===== config.mk =====
export PLATFORM = sky130hd
export DESIGN_NAME = ram_arbiter_flat
export DESIGN_NICKNAME = d
export VERILOG_FILES = /design/src/rtl/ram_arbiter_pkg.sv /design/src/rtl/ram_arbiter_if.sv /design/src/rtl/ram_arb_rr.sv /design/src/rtl/ram_arbiter.sv /design/src/flat_wrapper.sv
export SDC_FILE = /design/constraint.sdc
export NUM_CORES = 1
export LEC_CHECK = 0
export CELL_PAD_IN_SITES_DETAIL_PLACEMENT = 0
export CELL_PAD_IN_SITES_GLOBAL_PLACEMENT = 1
export CORE_ASPECT_RATIO = 0.9
export CORE_MARGIN = 3
export CORE_UTILIZATION = 25
export CTS_BUF_LIST = sky130_fd_sc_hd__clkbuf_16
export DETAILED_ROUTE_END_ITERATION = 8
export PLACE_DENSITY_LB_ADDON = 0.1
export SYNTH_ARGS = -nofsm -noshare
export SYNTH_HDL_FRONTEND = slang
export SYNTH_SLANG_ARGS = --single-unit

===== constraint.sdc =====
create_clock -name clk -period 3 [get_ports clk]
set_input_delay 0.6 -clock clk [delete_from_list [all_inputs] [get_ports clk]]
set_output_delay 0.6 -clock clk [all_outputs]
set_load 0.1 [all_outputs]

===== src/rtl/ram_arbiter_pkg.sv =====
// ============================================================
// ram_arbiter_pkg : shared widths, FSM states and port indices
// Rev 1.0
// ============================================================
`default_nettype none

package ram_arbiter_pkg;

    localparam int ADDR_W   = 4;
    localparam int DATA_W   = 4;
    localparam int RAM_DW   = 16;
    localparam int NPORTS   = 2;

    localparam logic PORT_LOADER = 1'b0;
    localparam logic PORT_CPU    = 1'b1;

    typedef enum logic [1:0] {
        IDLE    = 2'd0,
        ACCESS  = 2'd1,
        CAPTURE = 2'd2
    } state_t;

endpackage

`default_nettype wire


===== src/rtl/ram_arbiter_if.sv =====
// ============================================================
// ram_arbiter_if : requester ports plus RAM command/data bus
// Rev 1.0
// ============================================================
`default_nettype none

interface ram_arbiter_if;
    import ram_arbiter_pkg::*;

    logic              req0;
    logic              req1;
    logic              we0;
    logic              we1;
    logic [ADDR_W-1:0] addr0;
    logic [ADDR_W-1:0] addr1;
    logic [DATA_W-1:0] wdata0;
    logic [DATA_W-1:0] wdata1;
    logic              gnt0;
    logic              gnt1;
    logic              valid0;
    logic              valid1;
    logic [DATA_W-1:0] rdata0;
    logic [DATA_W-1:0] rdata1;
    logic              busy;
    logic              ram_we;
    logic [ADDR_W-1:0] ram_addr;
    logic [DATA_W-1:0] ram_wdata;
    logic [RAM_DW-1:0] ram_rdata;

    // Arbiter side
    modport slave (
        input  req0, req1, we0, we1, addr0, addr1, wdata0, wdata1, ram_rdata,
        output gnt0, gnt1, valid0, valid1, rdata0, rdata1, busy,
               ram_we, ram_addr, ram_wdata
    );

    // Requesters and RAM side
    modport master (
        output req0, req1, we0, we1, addr0, addr1, wdata0, wdata1, ram_rdata,
        input  gnt0, gnt1, valid0, valid1, rdata0, rdata1, busy,
               ram_we, ram_addr, ram_wdata
    );

endinterface

`default_nettype wire


===== src/rtl/ram_arb_rr.sv =====
// ============================================================
// ram_arb_rr : two-way round-robin / fixed-priority picker
// Rev 1.0
// ============================================================
`default_nettype none

module ram_arb_rr
    import ram_arbiter_pkg::*;
#(
    parameter int FIXED_PRIORITY = 0
) (
    input  wire logic [1:0] req,
    input  wire logic       last,
    output logic      [1:0] grant
);

    always_comb begin
        grant = 2'b00;
        case (req)
            2'b01: grant = 2'b01;
            2'b10: grant = 2'b10;
            // Tie: fixed mode favours the loader, otherwise whoever did not win last
            2'b11: grant = ((FIXED_PRIORITY != 0) || (last == PORT_CPU)) ? 2'b01 : 2'b10;
            default: grant = 2'b00;
        endcase
    end

endmodule

`default_nettype wire


===== src/rtl/ram_arbiter.sv =====
// ============================================================
// ram_arbiter : shares the 16x4 data RAM between loader and CPU
// Rev 1.0
// ============================================================
`default_nettype none

module ram_arbiter
    import ram_arbiter_pkg::*;
#(
    parameter int FIXED_PRIORITY = 0
) (
    input  wire logic    clk,
    input  wire logic    rst,
    ram_arbiter_if.slave bus
);

    state_t            r_state;
    state_t            w_state_next;
    logic              w_accept;
    logic [1:0]        w_req;
    logic [1:0]        w_win;
    logic              w_win_port;

    logic              r_last;
    logic              r_cur_port;
    logic              r_ram_we;
    logic [ADDR_W-1:0] r_ram_addr;
    logic [DATA_W-1:0] r_ram_wdata;
    logic [1:0]        r_gnt;
    logic [1:0]        r_valid;
    logic [DATA_W-1:0] r_rdata0;
    logic [DATA_W-1:0] r_rdata1;
    logic              w_unused_rdata_hi;

    assign w_req             = {bus.req1, bus.req0};
    assign w_win_port        = w_win[1];
    assign w_unused_rdata_hi = ^bus.ram_rdata[RAM_DW-1:DATA_W];

    ram_arb_rr #(
        .FIXED_PRIORITY (FIXED_PRIORITY)
    ) u_pick (
        .req   (w_req),
        .last  (r_last),
        .grant (w_win)
    );

    always_ff @(posedge clk) begin
        if (rst) r_state <= IDLE;
        else     r_state <= w_state_next;
    end

    always_comb begin
        w_state_next = r_state;
        w_accept     = 1'b0;
        case (r_state)
            IDLE: begin
                if (|w_req) begin
                    w_accept     = 1'b1;
                    w_state_next = ACCESS;
                end
            end
            // r_ram_we is the latched command type for the access in flight
            ACCESS:  w_state_next = r_ram_we ? IDLE : CAPTURE;
            CAPTURE: w_state_next = IDLE;
            default: w_state_next = IDLE;
        endcase
    end

    always_ff @(posedge clk) begin
        if (rst) begin
            r_last      <= PORT_CPU;
            r_cur_port  <= PORT_LOADER;
            r_ram_we    <= 1'b0;
            r_ram_addr  <= '0;
            r_ram_wdata <= '0;
            r_gnt       <= 2'b00;
            r_valid     <= 2'b00;
            r_rdata0    <= '0;
            r_rdata1    <= '0;
        end else begin
            r_gnt    <= 2'b00;
            r_valid  <= 2'b00;
            r_ram_we <= 1'b0;
            if (w_accept) begin
                r_gnt       <= w_win;
                r_cur_port  <= w_win_port;
                r_last      <= w_win_port;
                r_ram_we    <= w_win_port ? bus.we1    : bus.we0;
                r_ram_addr  <= w_win_port ? bus.addr1  : bus.addr0;
                r_ram_wdata <= w_win_port ? bus.wdata1 : bus.wdata0;
            end
            // The RAM's registered read output is valid during CAPTURE
            if (r_state == CAPTURE) begin
                if (r_cur_port == PORT_CPU) begin
                    r_valid[1] <= 1'b1;
                    r_rdata1   <= bus.ram_rdata[DATA_W-1:0];
                end else begin
                    r_valid[0] <= 1'b1;
                    r_rdata0   <= bus.ram_rdata[DATA_W-1:0];
                end
            end
        end
    end

    assign bus.gnt0      = r_gnt[0];
    assign bus.gnt1      = r_gnt[1];
    assign bus.valid0    = r_valid[0];
    assign bus.valid1    = r_valid[1];
    assign bus.rdata0    = r_rdata0;
    assign bus.rdata1    = r_rdata1;
    assign bus.busy      = (r_state != IDLE);
    assign bus.ram_we    = r_ram_we;
    assign bus.ram_addr  = r_ram_addr;
    assign bus.ram_wdata = r_ram_wdata;

endmodule

`default_nettype wire


===== src/flat_wrapper.sv =====
// flat-port wrapper written by rule: the top's interface ports become plain ports
module ram_arbiter_flat import ram_arbiter_pkg::*;
#(
    parameter int FIXED_PRIORITY = 0
)
  (clk, rst, bus_req0, bus_req1, bus_we0, bus_we1, bus_addr0, bus_addr1, bus_wdata0, bus_wdata1, bus_ram_rdata, bus_gnt0, bus_gnt1, bus_valid0, bus_valid1, bus_rdata0, bus_rdata1, bus_busy, bus_ram_we, bus_ram_addr, bus_ram_wdata);
  ram_arbiter_if bus_i ();
  input  wire logic clk;
  input  wire logic rst;
  input wire logic [$bits(bus_i.req0)-1:0] bus_req0;
  input wire logic [$bits(bus_i.req1)-1:0] bus_req1;
  input wire logic [$bits(bus_i.we0)-1:0] bus_we0;
  input wire logic [$bits(bus_i.we1)-1:0] bus_we1;
  input wire logic [$bits(bus_i.addr0)-1:0] bus_addr0;
  input wire logic [$bits(bus_i.addr1)-1:0] bus_addr1;
  input wire logic [$bits(bus_i.wdata0)-1:0] bus_wdata0;
  input wire logic [$bits(bus_i.wdata1)-1:0] bus_wdata1;
  input wire logic [$bits(bus_i.ram_rdata)-1:0] bus_ram_rdata;
  output wire logic [$bits(bus_i.gnt0)-1:0] bus_gnt0;
  output wire logic [$bits(bus_i.gnt1)-1:0] bus_gnt1;
  output wire logic [$bits(bus_i.valid0)-1:0] bus_valid0;
  output wire logic [$bits(bus_i.valid1)-1:0] bus_valid1;
  output wire logic [$bits(bus_i.rdata0)-1:0] bus_rdata0;
  output wire logic [$bits(bus_i.rdata1)-1:0] bus_rdata1;
  output wire logic [$bits(bus_i.busy)-1:0] bus_busy;
  output wire logic [$bits(bus_i.ram_we)-1:0] bus_ram_we;
  output wire logic [$bits(bus_i.ram_addr)-1:0] bus_ram_addr;
  output wire logic [$bits(bus_i.ram_wdata)-1:0] bus_ram_wdata;
  assign bus_i.req0 = bus_req0;
  assign bus_i.req1 = bus_req1;
  assign bus_i.we0 = bus_we0;
  assign bus_i.we1 = bus_we1;
  assign bus_i.addr0 = bus_addr0;
  assign bus_i.addr1 = bus_addr1;
  assign bus_i.wdata0 = bus_wdata0;
  assign bus_i.wdata1 = bus_wdata1;
  assign bus_i.ram_rdata = bus_ram_rdata;
  assign bus_gnt0 = bus_i.gnt0;
  assign bus_gnt1 = bus_i.gnt1;
  assign bus_valid0 = bus_i.valid0;
  assign bus_valid1 = bus_i.valid1;
  assign bus_rdata0 = bus_i.rdata0;
  assign bus_rdata1 = bus_i.rdata1;
  assign bus_busy = bus_i.busy;
  assign bus_ram_we = bus_i.ram_we;
  assign bus_ram_addr = bus_i.ram_addr;
  assign bus_ram_wdata = bus_i.ram_wdata;
  ram_arbiter #(.FIXED_PRIORITY(FIXED_PRIORITY)) u_core (.clk(clk), .rst(rst), .bus(bus_i));
endmodule

### Word-level counts from Yosys, hierarchy flattened

Index checks and enable logic that the tools add are counted.

| operators by class | value |
|---|---|
| eq/ne operators | 6 |
| multiplexer cells | 12 |
| bitwise gates (word level) | 3 |
| reduce and logical (&&, ||, !) cells | 7 |

Operators with widths:

| operator | number |
|---|---|
| 4-bit two-way mux | 2 |
| 2-bit equality test, second input constant | 3 |
| 2-bit two-way mux | 3 |
| 2-bit case mux with 3 select lines | 1 |
| 2-bit OR reduction | 3 |
| 1-bit two-way mux | 5 |
| 2-bit by 1-bit equality test with 1-bit output, second input constant | 2 |
| 2-bit case mux with 2 select lines | 1 |
| 2-bit AND reduction | 2 |
| 1-bit inverter | 3 |
| 2-bit zero test | 1 |
| 2-bit by 1-bit inequality test with 1-bit output, second input constant | 1 |
| 2-bit nonzero test | 1 |

| storage, ports and cells | value |
|---|---|
| register bits | 25 |
| input port bits | 38 |
| output and inout bits | 22 |
| logic and storage cells | 38 |

### Logic depth before layout (Yosys ltp)

Gate-level depths: netlist of the first run.

| depth | value |
|---|---|
| depth after elaboration | 5 |
| mapped depth | 5 |
| gate-level depth less buffers | 4 |

### By module

From an unflattened synthesis of the first run, not the netlist that was laid out.

| unflattened totals | value |
|---|---|
| cells, all modules | 95 |
| area, all modules | 978.4 um^2 |

By module, submodules not included:

| module | instances | cells each | area an instance (um^2) | sequential area each (um^2) |
|---|---|---|---|---|
| ram_arbiter | 1 | 92 | 959.7 | 500.5 |
| ram_arb_rr | 1 | 3 | 18.8 | 0.0 |

### Worst setup path after synthesis of the first run

No wires, ideal clock.

| path | value |
|---|---|
| path kind | register to register |
| start point | register u_core.r_state[0] |
| end point | register u_core.r_ram_addr[0] (netlist: u_core.bus.ram_addr[0]) |
| library setup time | 92 ps |
| arrival | 1484 ps |
| data required time | 2908 ps |
| slack | 1424 ps |
| stages on the path, launching flop included | 6 |
| buffers on the path | 1 |
| clock period less this slack | 1576 ps |
| cells stage by stage | dfxtp_1 nor2_2 inv_2 or3_4 buf_6 o32ai_1 |

| on the way | value |
|---|---|
| longest elaborated chain between the ends | 2 |

RTL lines:

| element | line | source |
|---|---|---|
| start: declaration | ram_arbiter.sv:17 | `state_t r_state;` |
| start signal: assignment | ram_arbiter.sv:49 | `else r_state <= w_state_next;` |
| 2-bit zero test | ram_arbiter.sv:55 | `case (r_state)` |
| 1-bit two-way mux | ram_arbiter.sv:55 |  |
| end signal: assignment | ram_arbiter.sv:89 | `r_ram_addr <= w_win_port ? bus.addr1 : bus.addr0;` |
| end: declaration | ram_arbiter.sv:27 | `logic [ADDR_W-1:0] r_ram_addr;` |

No other way between the ends.
A chain may end at the register's enable or synchronous reset.

### Final worst setup path of the first run

| path | value |
|---|---|
| start point | input port bus_req0 |
| end point | register u_core.r_ram_addr[1] (netlist: u_core.bus.ram_addr[1]) |

| on the way | value |
|---|---|
| longest elaborated chain between the ends | 3 |
| elaborated cells on any way between the ends | 8 |
| classes of those cells | 3 x eq/ne; 4 x mux; 1 x reduce/logical |

RTL lines:

| element | line | source |
|---|---|---|
| start: declaration | flat_wrapper.sv:10 | `input wire logic [$bits(bus_i.req0)-1:0] bus_req0;` |
| 2-bit equality test, or another cell as far along | ram_arb_rr.sv:19 | `case (req)` |
| 2-bit case mux with 3 select lines or 1-bit two-way mux (tied branches) | ram_arb_rr.sv:19, ram_arbiter.sv:57 |  |
| 4-bit two-way mux or 1-bit two-way mux (tied branches) | ram_arbiter.sv:89, ram_arbiter.sv:55 |  |

Parallel ways exist; a longest one is shown, timed or not.

==> impl_metrics.yaml, run 1 <==
logic_synthesis:
  synth_largest_type_area_fraction: 0.528
  postSynthAreaPerCell_um2: 9.48
  synth.largest_area_cell: "sky130_fd_sc_hd__dfxtp_1"
  ys_top_cells_by_area: "sky130_fd_sc_hd__dfxtp_1 53%, sky130_fd_sc_hd__mux2i_1 9.5%, sky130_fd_sc_hd__nor2_1 8.3%"
  cells_after_synthesis: 100
  synth-seq-area-share: 0.528
  number_of_nets_in_the_synthesized_netlist: 138
  synthesis.area_um2: 948
  postSynthRegisterBits: 25
  ys_types: 22
  synthesis.yosys.warnings: 0
pwr:
  leakage_nw: 0.647
  ir_worst_vdd_mv: 0.449
  power.density_cell_area_mw_per_mm2: 615
cells_and_area:
  drive_above_1_share: 0.220
  n_antenna_cell: 0
  layout.cells.most_common_list: "25 x sky130_fd_sc_hd__clkdlybuf4s50_1, 25 x sky130_fd_sc_hd__buf_4, 25 x sky130_fd_sc_hd__dfxtp_1, 21 x sky130_fd_sc_hd__nor2_1, 10 x sky130_fd_sc_hd__inv_1"
  final_cells: 194
  syn2layout_area_growth_pct: 58.3
  layout.filler_cells: 363
  area.sequential_um2: 500
  layout.cell_area.non_filler_mm2: 0.00150
  final_net_count: 189
  area_used_by_multi_input_combinational_logic_um2: 384
  layout.core_utilization: 0.429
placement:
  numPlacedInstances: 190
  finalWeightedCongestion: 0.713
  portBuffers: 47
  detailed_place.area_mm2: 0.00142
  detailed_place_hpwl_um: 1820
timing:
  slew_violations: 0
  final-hold-violation-count: 0
  rsz0062_at_grt: "false"
  timing.clock.skew_ps: 5.68
  finalSetupTns_ps: 0
  final.period_utilization: 0.683
  relSlewSlack: 0.473
  max_slew.worst_pin.slew_ps: 788
  timing.fmax_mhz: 488
  setup_viol: 0
  finalCriticalPeriod_ps: 2050
global_routing:
  grt_remaining_overflow: 0
  initial_antenna_violation_count: 0
  global_route.usage.total: 0.116
  grt_pass1_vias: 861
  grt_max_degree: 16
  grt_pass1_wl_um: 4130
clock_tree:
  number_of_clock_buffers_inserted_by_tritoncts: 3
  tritoncts: "yes"
  clock-sinks: 25
  clkTransAtPathRegs_ps: 70
  worst_skew_pair.late_latency_ps: 260
  number_of_buffers_added_for_setup_after_cts: 0
  total_of_hold_buffers_inserted_after_clock_tree_synthesis: 0
  cts_buffer_depth: 2
  htree_depth: 1
  postCtsResizedCells: 0
  cts_root_buffer: "sky130_fd_sc_hd__clkbuf_16"
critical_path:
  cp_data_arrival_time_ps: 2140
  reg2reg_setup_slack_ps: 1460
  timing.rr.end: "u_core.bus.ram_addr[1]"
  critical_path_buf_inv_count: 2
  crit_cells: 5
  rr_startpoint: "u_core.r_state[0]"
  worstPathCellList: "clkdlybuf4s50_1, buf_4, nor2_1, o21bai_1, o32ai_1"
  capturing_element_of_the_worst_setup_path: "u_core.bus.ram_addr[1]"
  worst-endpoint-required_ps: 3100
  timing.critical_path.to_type: "flip-flop"
  worst_setup_path_start_kind: "input port"
  worst_setup_path_startpoint: "bus_req0"
  crit_path_max_fanout: 12
  cp_slowest_cell: "sky130_fd_sc_hd__o21bai_1"
  cpLargestDelayFamily: "compound AO/OA/AOI/OAI gates"
  timing.critical_path.slowest_cell_delay_ps: 620
  path_class: "in -> reg"
  ff2ff_path_depth: 4
floorplanning:
  dieArea_mm2: 0.00457
  die_width_um: 70.9
  fp-row-count: 20
  floorplan.initialDensity: 0.271
  core_area_mm2: 0.00350
  floorplan.io_pins: 60
  fp.dieH_um: 64.4
detailed_routing:
  wire_length_after_detailed_routing_um: 2440
  final_antenna_net_count: 0
  route.detailed.wl_per_inst_um: 12.6
  drc_errors: 0
  route.vias.total: 854
  viasPerCell: 4.40
  drt_first_pass_iters: 3
  number_of_violations_reported_at_the_end_of_detailed_routing_iteration_0: 24
worst_hold_path:
  timing.hold.worst.class: "reg -> reg"
  worst_hold_path.num_cells: 1
run:
  max_cap_viol_count: 0
outcome:
  outcome: "completed"
worst min-delay path by stage:
| stage | end | from |
|---|---|---|
| finish | u_core.r_state[1] | u_core.bus.ram_we |
| global route | u_core.r_state[1] | u_core.bus.ram_we |
| CTS | u_core.r_state[1] | u_core.bus.ram_we |
| detailed placement | u_core.r_state[1] | u_core.bus.ram_we |
| global placement | u_core.r_state[1] | u_core.bus.ram_we |
| floorplan | u_core.r_last | u_core.r_last |
stage by stage:
step / hold slack [ps] / power (mW) / worst slack, ps
after CTS: 426 / 0.941 / 933
after floorplan: 450 / 0.558 / 1420
after global placement: 413 / 0.634 / 676
final: 419 / 0.924 / 952
after global routing: 444 / 0.965 / 824
after detailed placement: 415 / 0.636 / 648
Yosys cell counts:
master,number
sky130_fd_sc_hd__nor2_2,1
sky130_fd_sc_hd__and2_1,1
sky130_fd_sc_hd__or3_4,1
sky130_fd_sc_hd__nor4b_1,1
sky130_fd_sc_hd__nor2_1,21
sky130_fd_sc_hd__a211o_1,1
sky130_fd_sc_hd__o22ai_1,1
sky130_fd_sc_hd__nand3b_1,1
sky130_fd_sc_hd__o32ai_1,8
sky130_fd_sc_hd__inv_2,1
sky130_fd_sc_hd__clkbuf_1,3
sky130_fd_sc_hd__nor2b_1,2
sky130_fd_sc_hd__nor3b_2,1
sky130_fd_sc_hd__nand2_1,1
sky130_fd_sc_hd__a21oi_1,8
sky130_fd_sc_hd__o21bai_1,1
sky130_fd_sc_hd__a21boi_1,1
sky130_fd_sc_hd__dfxtp_1,25
sky130_fd_sc_hd__nand2b_1,1
sky130_fd_sc_hd__buf_6,1
sky130_fd_sc_hd__inv_1,10
sky130_fd_sc_hd__mux2i_1,9
worst reg2reg max path, cell delays in order (launching register included):
cell                       delay (ps)
sky130_fd_sc_hd__dfxtp_1          340
sky130_fd_sc_hd__nor2_2           140
sky130_fd_sc_hd__inv_2             60
sky130_fd_sc_hd__o21bai_1         640
sky130_fd_sc_hd__o32ai_1          200
cells by family after synthesis:
kind of cell,after synthesis,share of synthesized area
compound gates,20,0.148
buf+inv,15,0.0673
flops,25,0.528
mux,9,0.0950
simple gates,31,0.162
per-layer routing:
layer  track usage  wire length, um  share of wire
met5             0                0              0
met4        0.0282               19         0.0078
met3        0.0403              129          0.053
met2         0.186             1150           0.47
met1         0.148             1150           0.47
registers in the layout, summed over array words and instances (netlist names):
name and count:
u_core.bus.ram_addr 4, u_core.bus.ram_wdata 4, u_core.bus.rdata0 4, u_core.bus.rdata1 4
u_core.r_gnt 2, u_core.r_state 2, u_core.r_valid 2, u_core.bus.ram_we 1
u_core.r_cur_port 1, u_core.r_last 1
power breakdown:
group          internal (mW)  leakage [nW]  total (mW)  switching [mW]
registers              0.353         0.205       0.365          0.0120
logic                 0.0794         0.405       0.261           0.182
clock network          0.181        0.0371       0.297           0.116
total                  0.614         0.647       0.924           0.310
final cells by class:
type / count / share of cell area
flip-flops and latches: 25 / 0.333
clock inverters: 1 / 0.00500
well taps: 44 / 0.0367
repair buffers: 50 / 0.292
clock buffers: 3 / 0.0500
multi-input cells: 60 / 0.256
inverters: 11 / 0.0275
No activity file was read; power rests on OpenSTA's default activity.
==> inputs of run 2 (changes only) <==
- clock period: 3 -> 2 ns (I/O delays scaled with it)
==> run 2 against run 1 <==
Effect of this change: clock power up 51%; non-clock buffer count up 3; clock skew down 3.1 ps; cell area up 2.3%; power up 52%; final cell count up 1.5%; register-to-register slack worse by 880 ps; routed wire length up 1.5%; global-route usage about the same; sequential power up 50%.
==> impl_metrics.yaml, run 2 (same netlist as run 1, synthesis figures left out) <==
detailed_routing:
  viasPerCell: 4.50
  number_of_violations_reported_at_the_end_of_detailed_routing_iteration_0: 23
  route.detailed.wl_per_inst_um: 12.6
  drc_errors: 0
  route.vias.total: 887
  drt_first_pass_iters: 3
  final_antenna_net_count: 0
  wire_length_after_detailed_routing_um: 2480
placement:
  finalWeightedCongestion: 0.691
  portBuffers: 47
  dp_slack_ps: 205
  detailed_place.area_mm2: 0.00145
  detailed_place_hpwl_um: 1900
clock_tree:
  total_of_hold_buffers_inserted_after_clock_tree_synthesis: 0
  worst_skew_pair.late_latency_ps: 260
  cts_buffer_depth: 2
  clkTransAtPathRegs_ps: 60
  clock-sinks: 25
  cts_root_buffer: "sky130_fd_sc_hd__clkbuf_16"
  number_of_clock_buffers_inserted_by_tritoncts: 3
  htree_depth: 1
  postCtsResizedCells: 0
  tritoncts: "yes"
  number_of_buffers_added_for_setup_after_cts: 0
timing:
  finalCriticalPeriod_ps: 1520
  fin_worst_hold_slack_ps: 434
  slew_violations: 0
  timing.clock.skew_ps: 2.59
  timing.fmax_mhz: 659
  final-hold-violation-count: 0
  timing.final.ws_setup_ps: 483
  max_slew.worst_pin.slew_ps: 522
  finalSetupTns_ps: 0
  final.period_utilization: 0.759
  rsz0062_at_grt: "false"
  setup_viol: 0
  relSlewSlack: 0.650
floorplanning:
  floorplan.initialDensity: 0.271
  fp-row-count: 20
  die_width_um: 70.9
  core_area_mm2: 0.00350
  floorplan.io_pins: 60
  dieArea_mm2: 0.00457
  fp.dieH_um: 64.4
critical_path:
  rr_startpoint: "u_core.r_state[0]"
  worstPathCellList: "clkdlybuf4s50_1, nor2_1, or3_4, o32ai_1"
  cp_data_arrival_time_ps: 1680
  timing.critical_path.slowest_cell_delay_ps: 490
  crit_path_max_fanout: 13
  worst_setup_path_start_kind: "input port"
  worst_setup_path_startpoint: "bus_req1"
  timing.rr.end: "u_core.bus.ram_wdata[3]"
  worst-endpoint-required_ps: 2160
  path_class: "in -> reg"
  capturing_element_of_the_worst_setup_path: "u_core.bus.ram_wdata[3]"
  cp_slowest_cell: "sky130_fd_sc_hd__clkdlybuf4s50_1"
  ff2ff_path_depth: 4
  timing.critical_path.to_type: "flip-flop"
  reg2reg_setup_slack_ps: 580
cells_and_area:
  area_used_by_multi_input_combinational_logic_um2: 384
  final_common_cell: "sky130_fd_sc_hd__buf_4"
  layout.filler_cells: 350
  area.sequential_um2: 500
  layout.cells.most_common_list: "27 x sky130_fd_sc_hd__buf_4, 25 x sky130_fd_sc_hd__clkdlybuf4s50_1, 25 x sky130_fd_sc_hd__dfxtp_1, 21 x sky130_fd_sc_hd__nor2_1, 10 x sky130_fd_sc_hd__inv_1"
  layout.cell_area.non_filler_mm2: 0.00154
  syn2layout_area_growth_pct: 62.0
  n_antenna_cell: 0
  drive_above_1_share: 0.235
  final_net_count: 192
pwr:
  power.density_cell_area_mw_per_mm2: 913
  leakage_nw: 0.665
  ir_worst_vdd_mv: 0.397
worst_hold_path:
  timing.hold.worst.class: "reg -> reg"
  hold_path_startpoint: "u_core.bus.ram_we"
global_routing:
  initial_antenna_violation_count: 0
  grt_max_degree: 16
  global_route.usage.total: 0.116
  grt_remaining_overflow: 0
  grt_pass1_vias: 926
  grt_pass1_wl_um: 4210
run:
  max_cap_viol_count: 0
outcome:
  outcome: "completed"
## run 2: cell types whose count changed in the layout (fill, tap and decap cells not counted), sizes merged
cell | before | now
buf | 25 | 28
## run 2: power breakdown
group | internal, mW | switching (mW) | total [mW]
logic | 0.132 | 0.276 | 0.408
clock network | 0.271 | 0.176 | 0.447
registers | 0.530 | 0.0185 | 0.549
total | 0.933 | 0.470 | 1.40
## run 2: critical path, delay by kind of cell
| family | cells | cell delay [ps] |
|---|---|---|
| buffers and inverters | 1 | 490 |
| AOI/OAI and AO/OA | 1 | 300 |
| and+or+nand+nor | 2 | 490 |
## run 2: per-layer routing
layer	track usage	vias to the layer above	wire, um
met1	0.147	409	1180
met3	0.0279	4	105
li1	-	452	-
met4	0.0423	0	30
met2	0.191	22	1160
met5	0	-	0
## run 2: how the worst min path moves through the flow
stage,end,slack [ps],cells past startpoint
final,u_core.r_state[1],430,1
after global routing,u_core.r_state[1],470,1
after CTS,u_core.r_state[1],430,1
after detailed placement,u_core.r_state[1],430,1
after global placement,u_core.r_state[1],410,1
after floorplan,u_core.r_last,450,1
## run 2: layout make-up
cell class,instances,area share
sequential,25,0.326
timing repair buffer,53,0.308
multi-input combinational,60,0.250
clock buffer,3,0.0489
tap,44,0.0358
inverter,11,0.0269
clock inverter,1,0.00489
## run 2: through the flow
step | util | std cells | total power [mW]
final | 0.439 | 197 | 1.40
after global routing | 0.439 | 197 | 1.47
after CTS | 0.439 | 197 | 1.43
after detailed placement | 0.415 | 193 | 0.970
after global placement | 0.415 | 193 | 0.966
after floorplan | - | 100 | 0.837
==> inputs of run 3 (changes only) <==
- clock period: 2 -> 1.45 ns (I/O delays scaled with it)
==> run 3 against run 2 <==
Effect of this change: critical path type unchanged; sequential cell count did not move; sequential share of layout area decreased by 6.0 points; critical endpoint unchanged; final cell count increased by 4.1%.
==> impl_metrics.yaml, run 3 (same netlist as run 1, synthesis figures left out) <==
pwr:
  cell_internal_pwr_mw: 1.39
  combinationalPowerShare: 0.335
  power.density_cell_area_mw_per_mm2: 1090
  total_power_mw: 2.06
  power.clock.fraction: 0.287
  netSwitchingFraction: 0.323
  power.switching_uw: 665
  power.share.sequential: 0.378
  ir_worst_vdd_mv: 0.698
  leakage_nw: 0.777
critical_path:
  rr_startpoint: "u_core.r_state[0]"
  crit_path_max_fanout: 6
  worst-endpoint-required_ps: 1610
  path_class: "in -> reg"
  timing.rr.end: "u_core.bus.ram_wdata[3]"
  reg2reg_setup_slack_ps: 60
  ff2ff_path_depth: 4
  worst_setup_path_start_kind: "input port"
  timing.critical_path.to_type: "flip-flop"
  cp_data_arrival_time_ps: 1550
cells_and_area:
  drive_above_1_share: 0.298
  area_used_by_multi_input_combinational_logic_um2: 419
  syn2layout_area_growth_pct: 99.6
  layout.cell_area.non_filler_mm2: 0.00189
  area.sequential_um2: 503
  final_common_cell: "sky130_fd_sc_hd__clkdlybuf4s50_1"
  layout.filler_cells: 319
  final_net_count: 200
  n_antenna_cell: 0
  layout.cells.most_common_list: "25 x sky130_fd_sc_hd__clkdlybuf4s50_1, 23 x sky130_fd_sc_hd__dfxtp_1, 22 x sky130_fd_sc_hd__buf_12, 21 x sky130_fd_sc_hd__nor2_1, 13 x sky130_fd_sc_hd__buf_4"
worst_hold_path:
  timing.hold.worst.class: "reg -> reg"
  hold_path_startpoint: "u_core.r_state[1]"
  worst_hold_path.num_cells: 1
  worstHoldEndpoint: "u_core.r_state[1]"
timing:
  timing.fmax_mhz: 718
  finalCriticalPeriod_ps: 1390
  timing.clock.skew_ps: 2.73
  rsz0062_at_grt: "false"
  final-hold-violation-count: 0
  slew_violations: 0
  fin_worst_hold_slack_ps: 466
  relSlewSlack: 0.788
  finalSetupTns_ps: 0
  final.period_utilization: 0.961
  max_slew.worst_pin.slew_ps: 317
  setup_viol: 0
global_routing:
  grt_pass1_vias: 899
  grt_pass1_wl_um: 4020
  grt_max_degree: 14
  global_route.usage.total: 0.111
  initial_antenna_violation_count: 0
  grt_remaining_overflow: 0
clock_tree:
  cts_root_buffer: "sky130_fd_sc_hd__clkbuf_16"
  tritoncts: "yes"
  clock-sinks: 25
  worst_skew_pair.late_latency_ps: 250
  htree_depth: 1
  cts_buffer_depth: 2
  clkTransAtPathRegs_ps: 60
  total_of_hold_buffers_inserted_after_clock_tree_synthesis: 0
  number_of_clock_buffers_inserted_by_tritoncts: 3
floorplanning:
  dieArea_mm2: 0.00457
  die_width_um: 70.9
  core_area_mm2: 0.00350
  fp.dieH_um: 64.4
  floorplan.io_pins: 60
  fp-row-count: 20
  floorplan.initialDensity: 0.271
placement:
  detailed_place.area_mm2: 0.00178
  portBuffers: 47
  detailed_place_hpwl_um: 2000
  finalWeightedCongestion: 0.656
detailed_routing:
  wire_length_after_detailed_routing_um: 2560
  final_antenna_net_count: 0
  drc_errors: 0
  drt_first_pass_iters: 4
  route.vias.total: 928
  number_of_violations_reported_at_the_end_of_detailed_routing_iteration_0: 26
  viasPerCell: 4.53
  route.detailed.wl_per_inst_um: 12.5
run:
  max_cap_viol_count: 0
outcome:
  outcome: "completed"
-- run 3: power by group through the flow --
stage          Combinational (mW)  Sequential (mW)  Clock, mW
6_report                    0.689            0.779      0.592
5_1_grt                     0.717            0.784      0.644
4_1_cts                     0.674            0.778      0.622
3_5_place_dp                0.672            0.793          0
3_3_place_gp                0.669            0.791          0
2_1_floorplan               0.149             1.02          0
-- run 3: per-layer routing --
metal | global-route usage | vias up | wire length (um)
met5 | 0 | - | 0
met1 | 0.138 | 439 | 1160
met2 | 0.177 | 25 | 1210
met3 | 0.0543 | 0 | 189
met4 | 0.0211 | 0 | 0
li1 | - | 464 | -
-- run 3: worst max-delay path by stage --
stage                 startpoint                      end  slack, ps  cells after the start
2_1_floorplan  u_core.r_state[1]   u_core.bus.ram_addr[0]       -0.7                      5
3_3_place_gp            bus_req0   u_core.bus.ram_addr[1]       -260                      6
3_5_place_dp            bus_req0   u_core.bus.ram_addr[1]       -250                      6
4_1_cts                 bus_req0   u_core.bus.ram_addr[1]         20                      6
5_1_grt        u_core.r_state[0]  u_core.bus.ram_wdata[3]         20                      4
6_report                bus_req0  u_core.bus.ram_wdata[3]         60                      4
-- run 3: timing repair --
action | in CTS | in global routing
gates resized for setup | 0 | 5
setup endpoints to repair | 0 | 8
buffers inserted | 0 | 1
-- run 3: through the flow --
step | utilization | instances | setup WS [ps]
floorplan | - | 100 | -0.708
global placement | 0.507 | 199 | -260
detailed placement | 0.507 | 199 | -254
CTS | 0.529 | 203 | 17.6
global route | 0.540 | 205 | 16.9
finish | 0.540 | 205 | 56.4
-- run 3: critical path, cell delays in order --
cell and delay (ps):
sky130_fd_sc_hd__clkdlybuf4s50_1 500, sky130_fd_sc_hd__nor2_1 90, sky130_fd_sc_hd__or3_4 380, sky130_fd_sc_hd__o32ai_1 290
-- run 3: cell type report --
class | instances | area share
flip-flops and latches | 25 | 0.266
multi-input cells | 61 | 0.221
repair buffers | 60 | 0.416
clock buffers | 3 | 0.0397
clock inverters | 1 | 0.00198
inverters | 11 | 0.0258
well taps | 44 | 0.0291
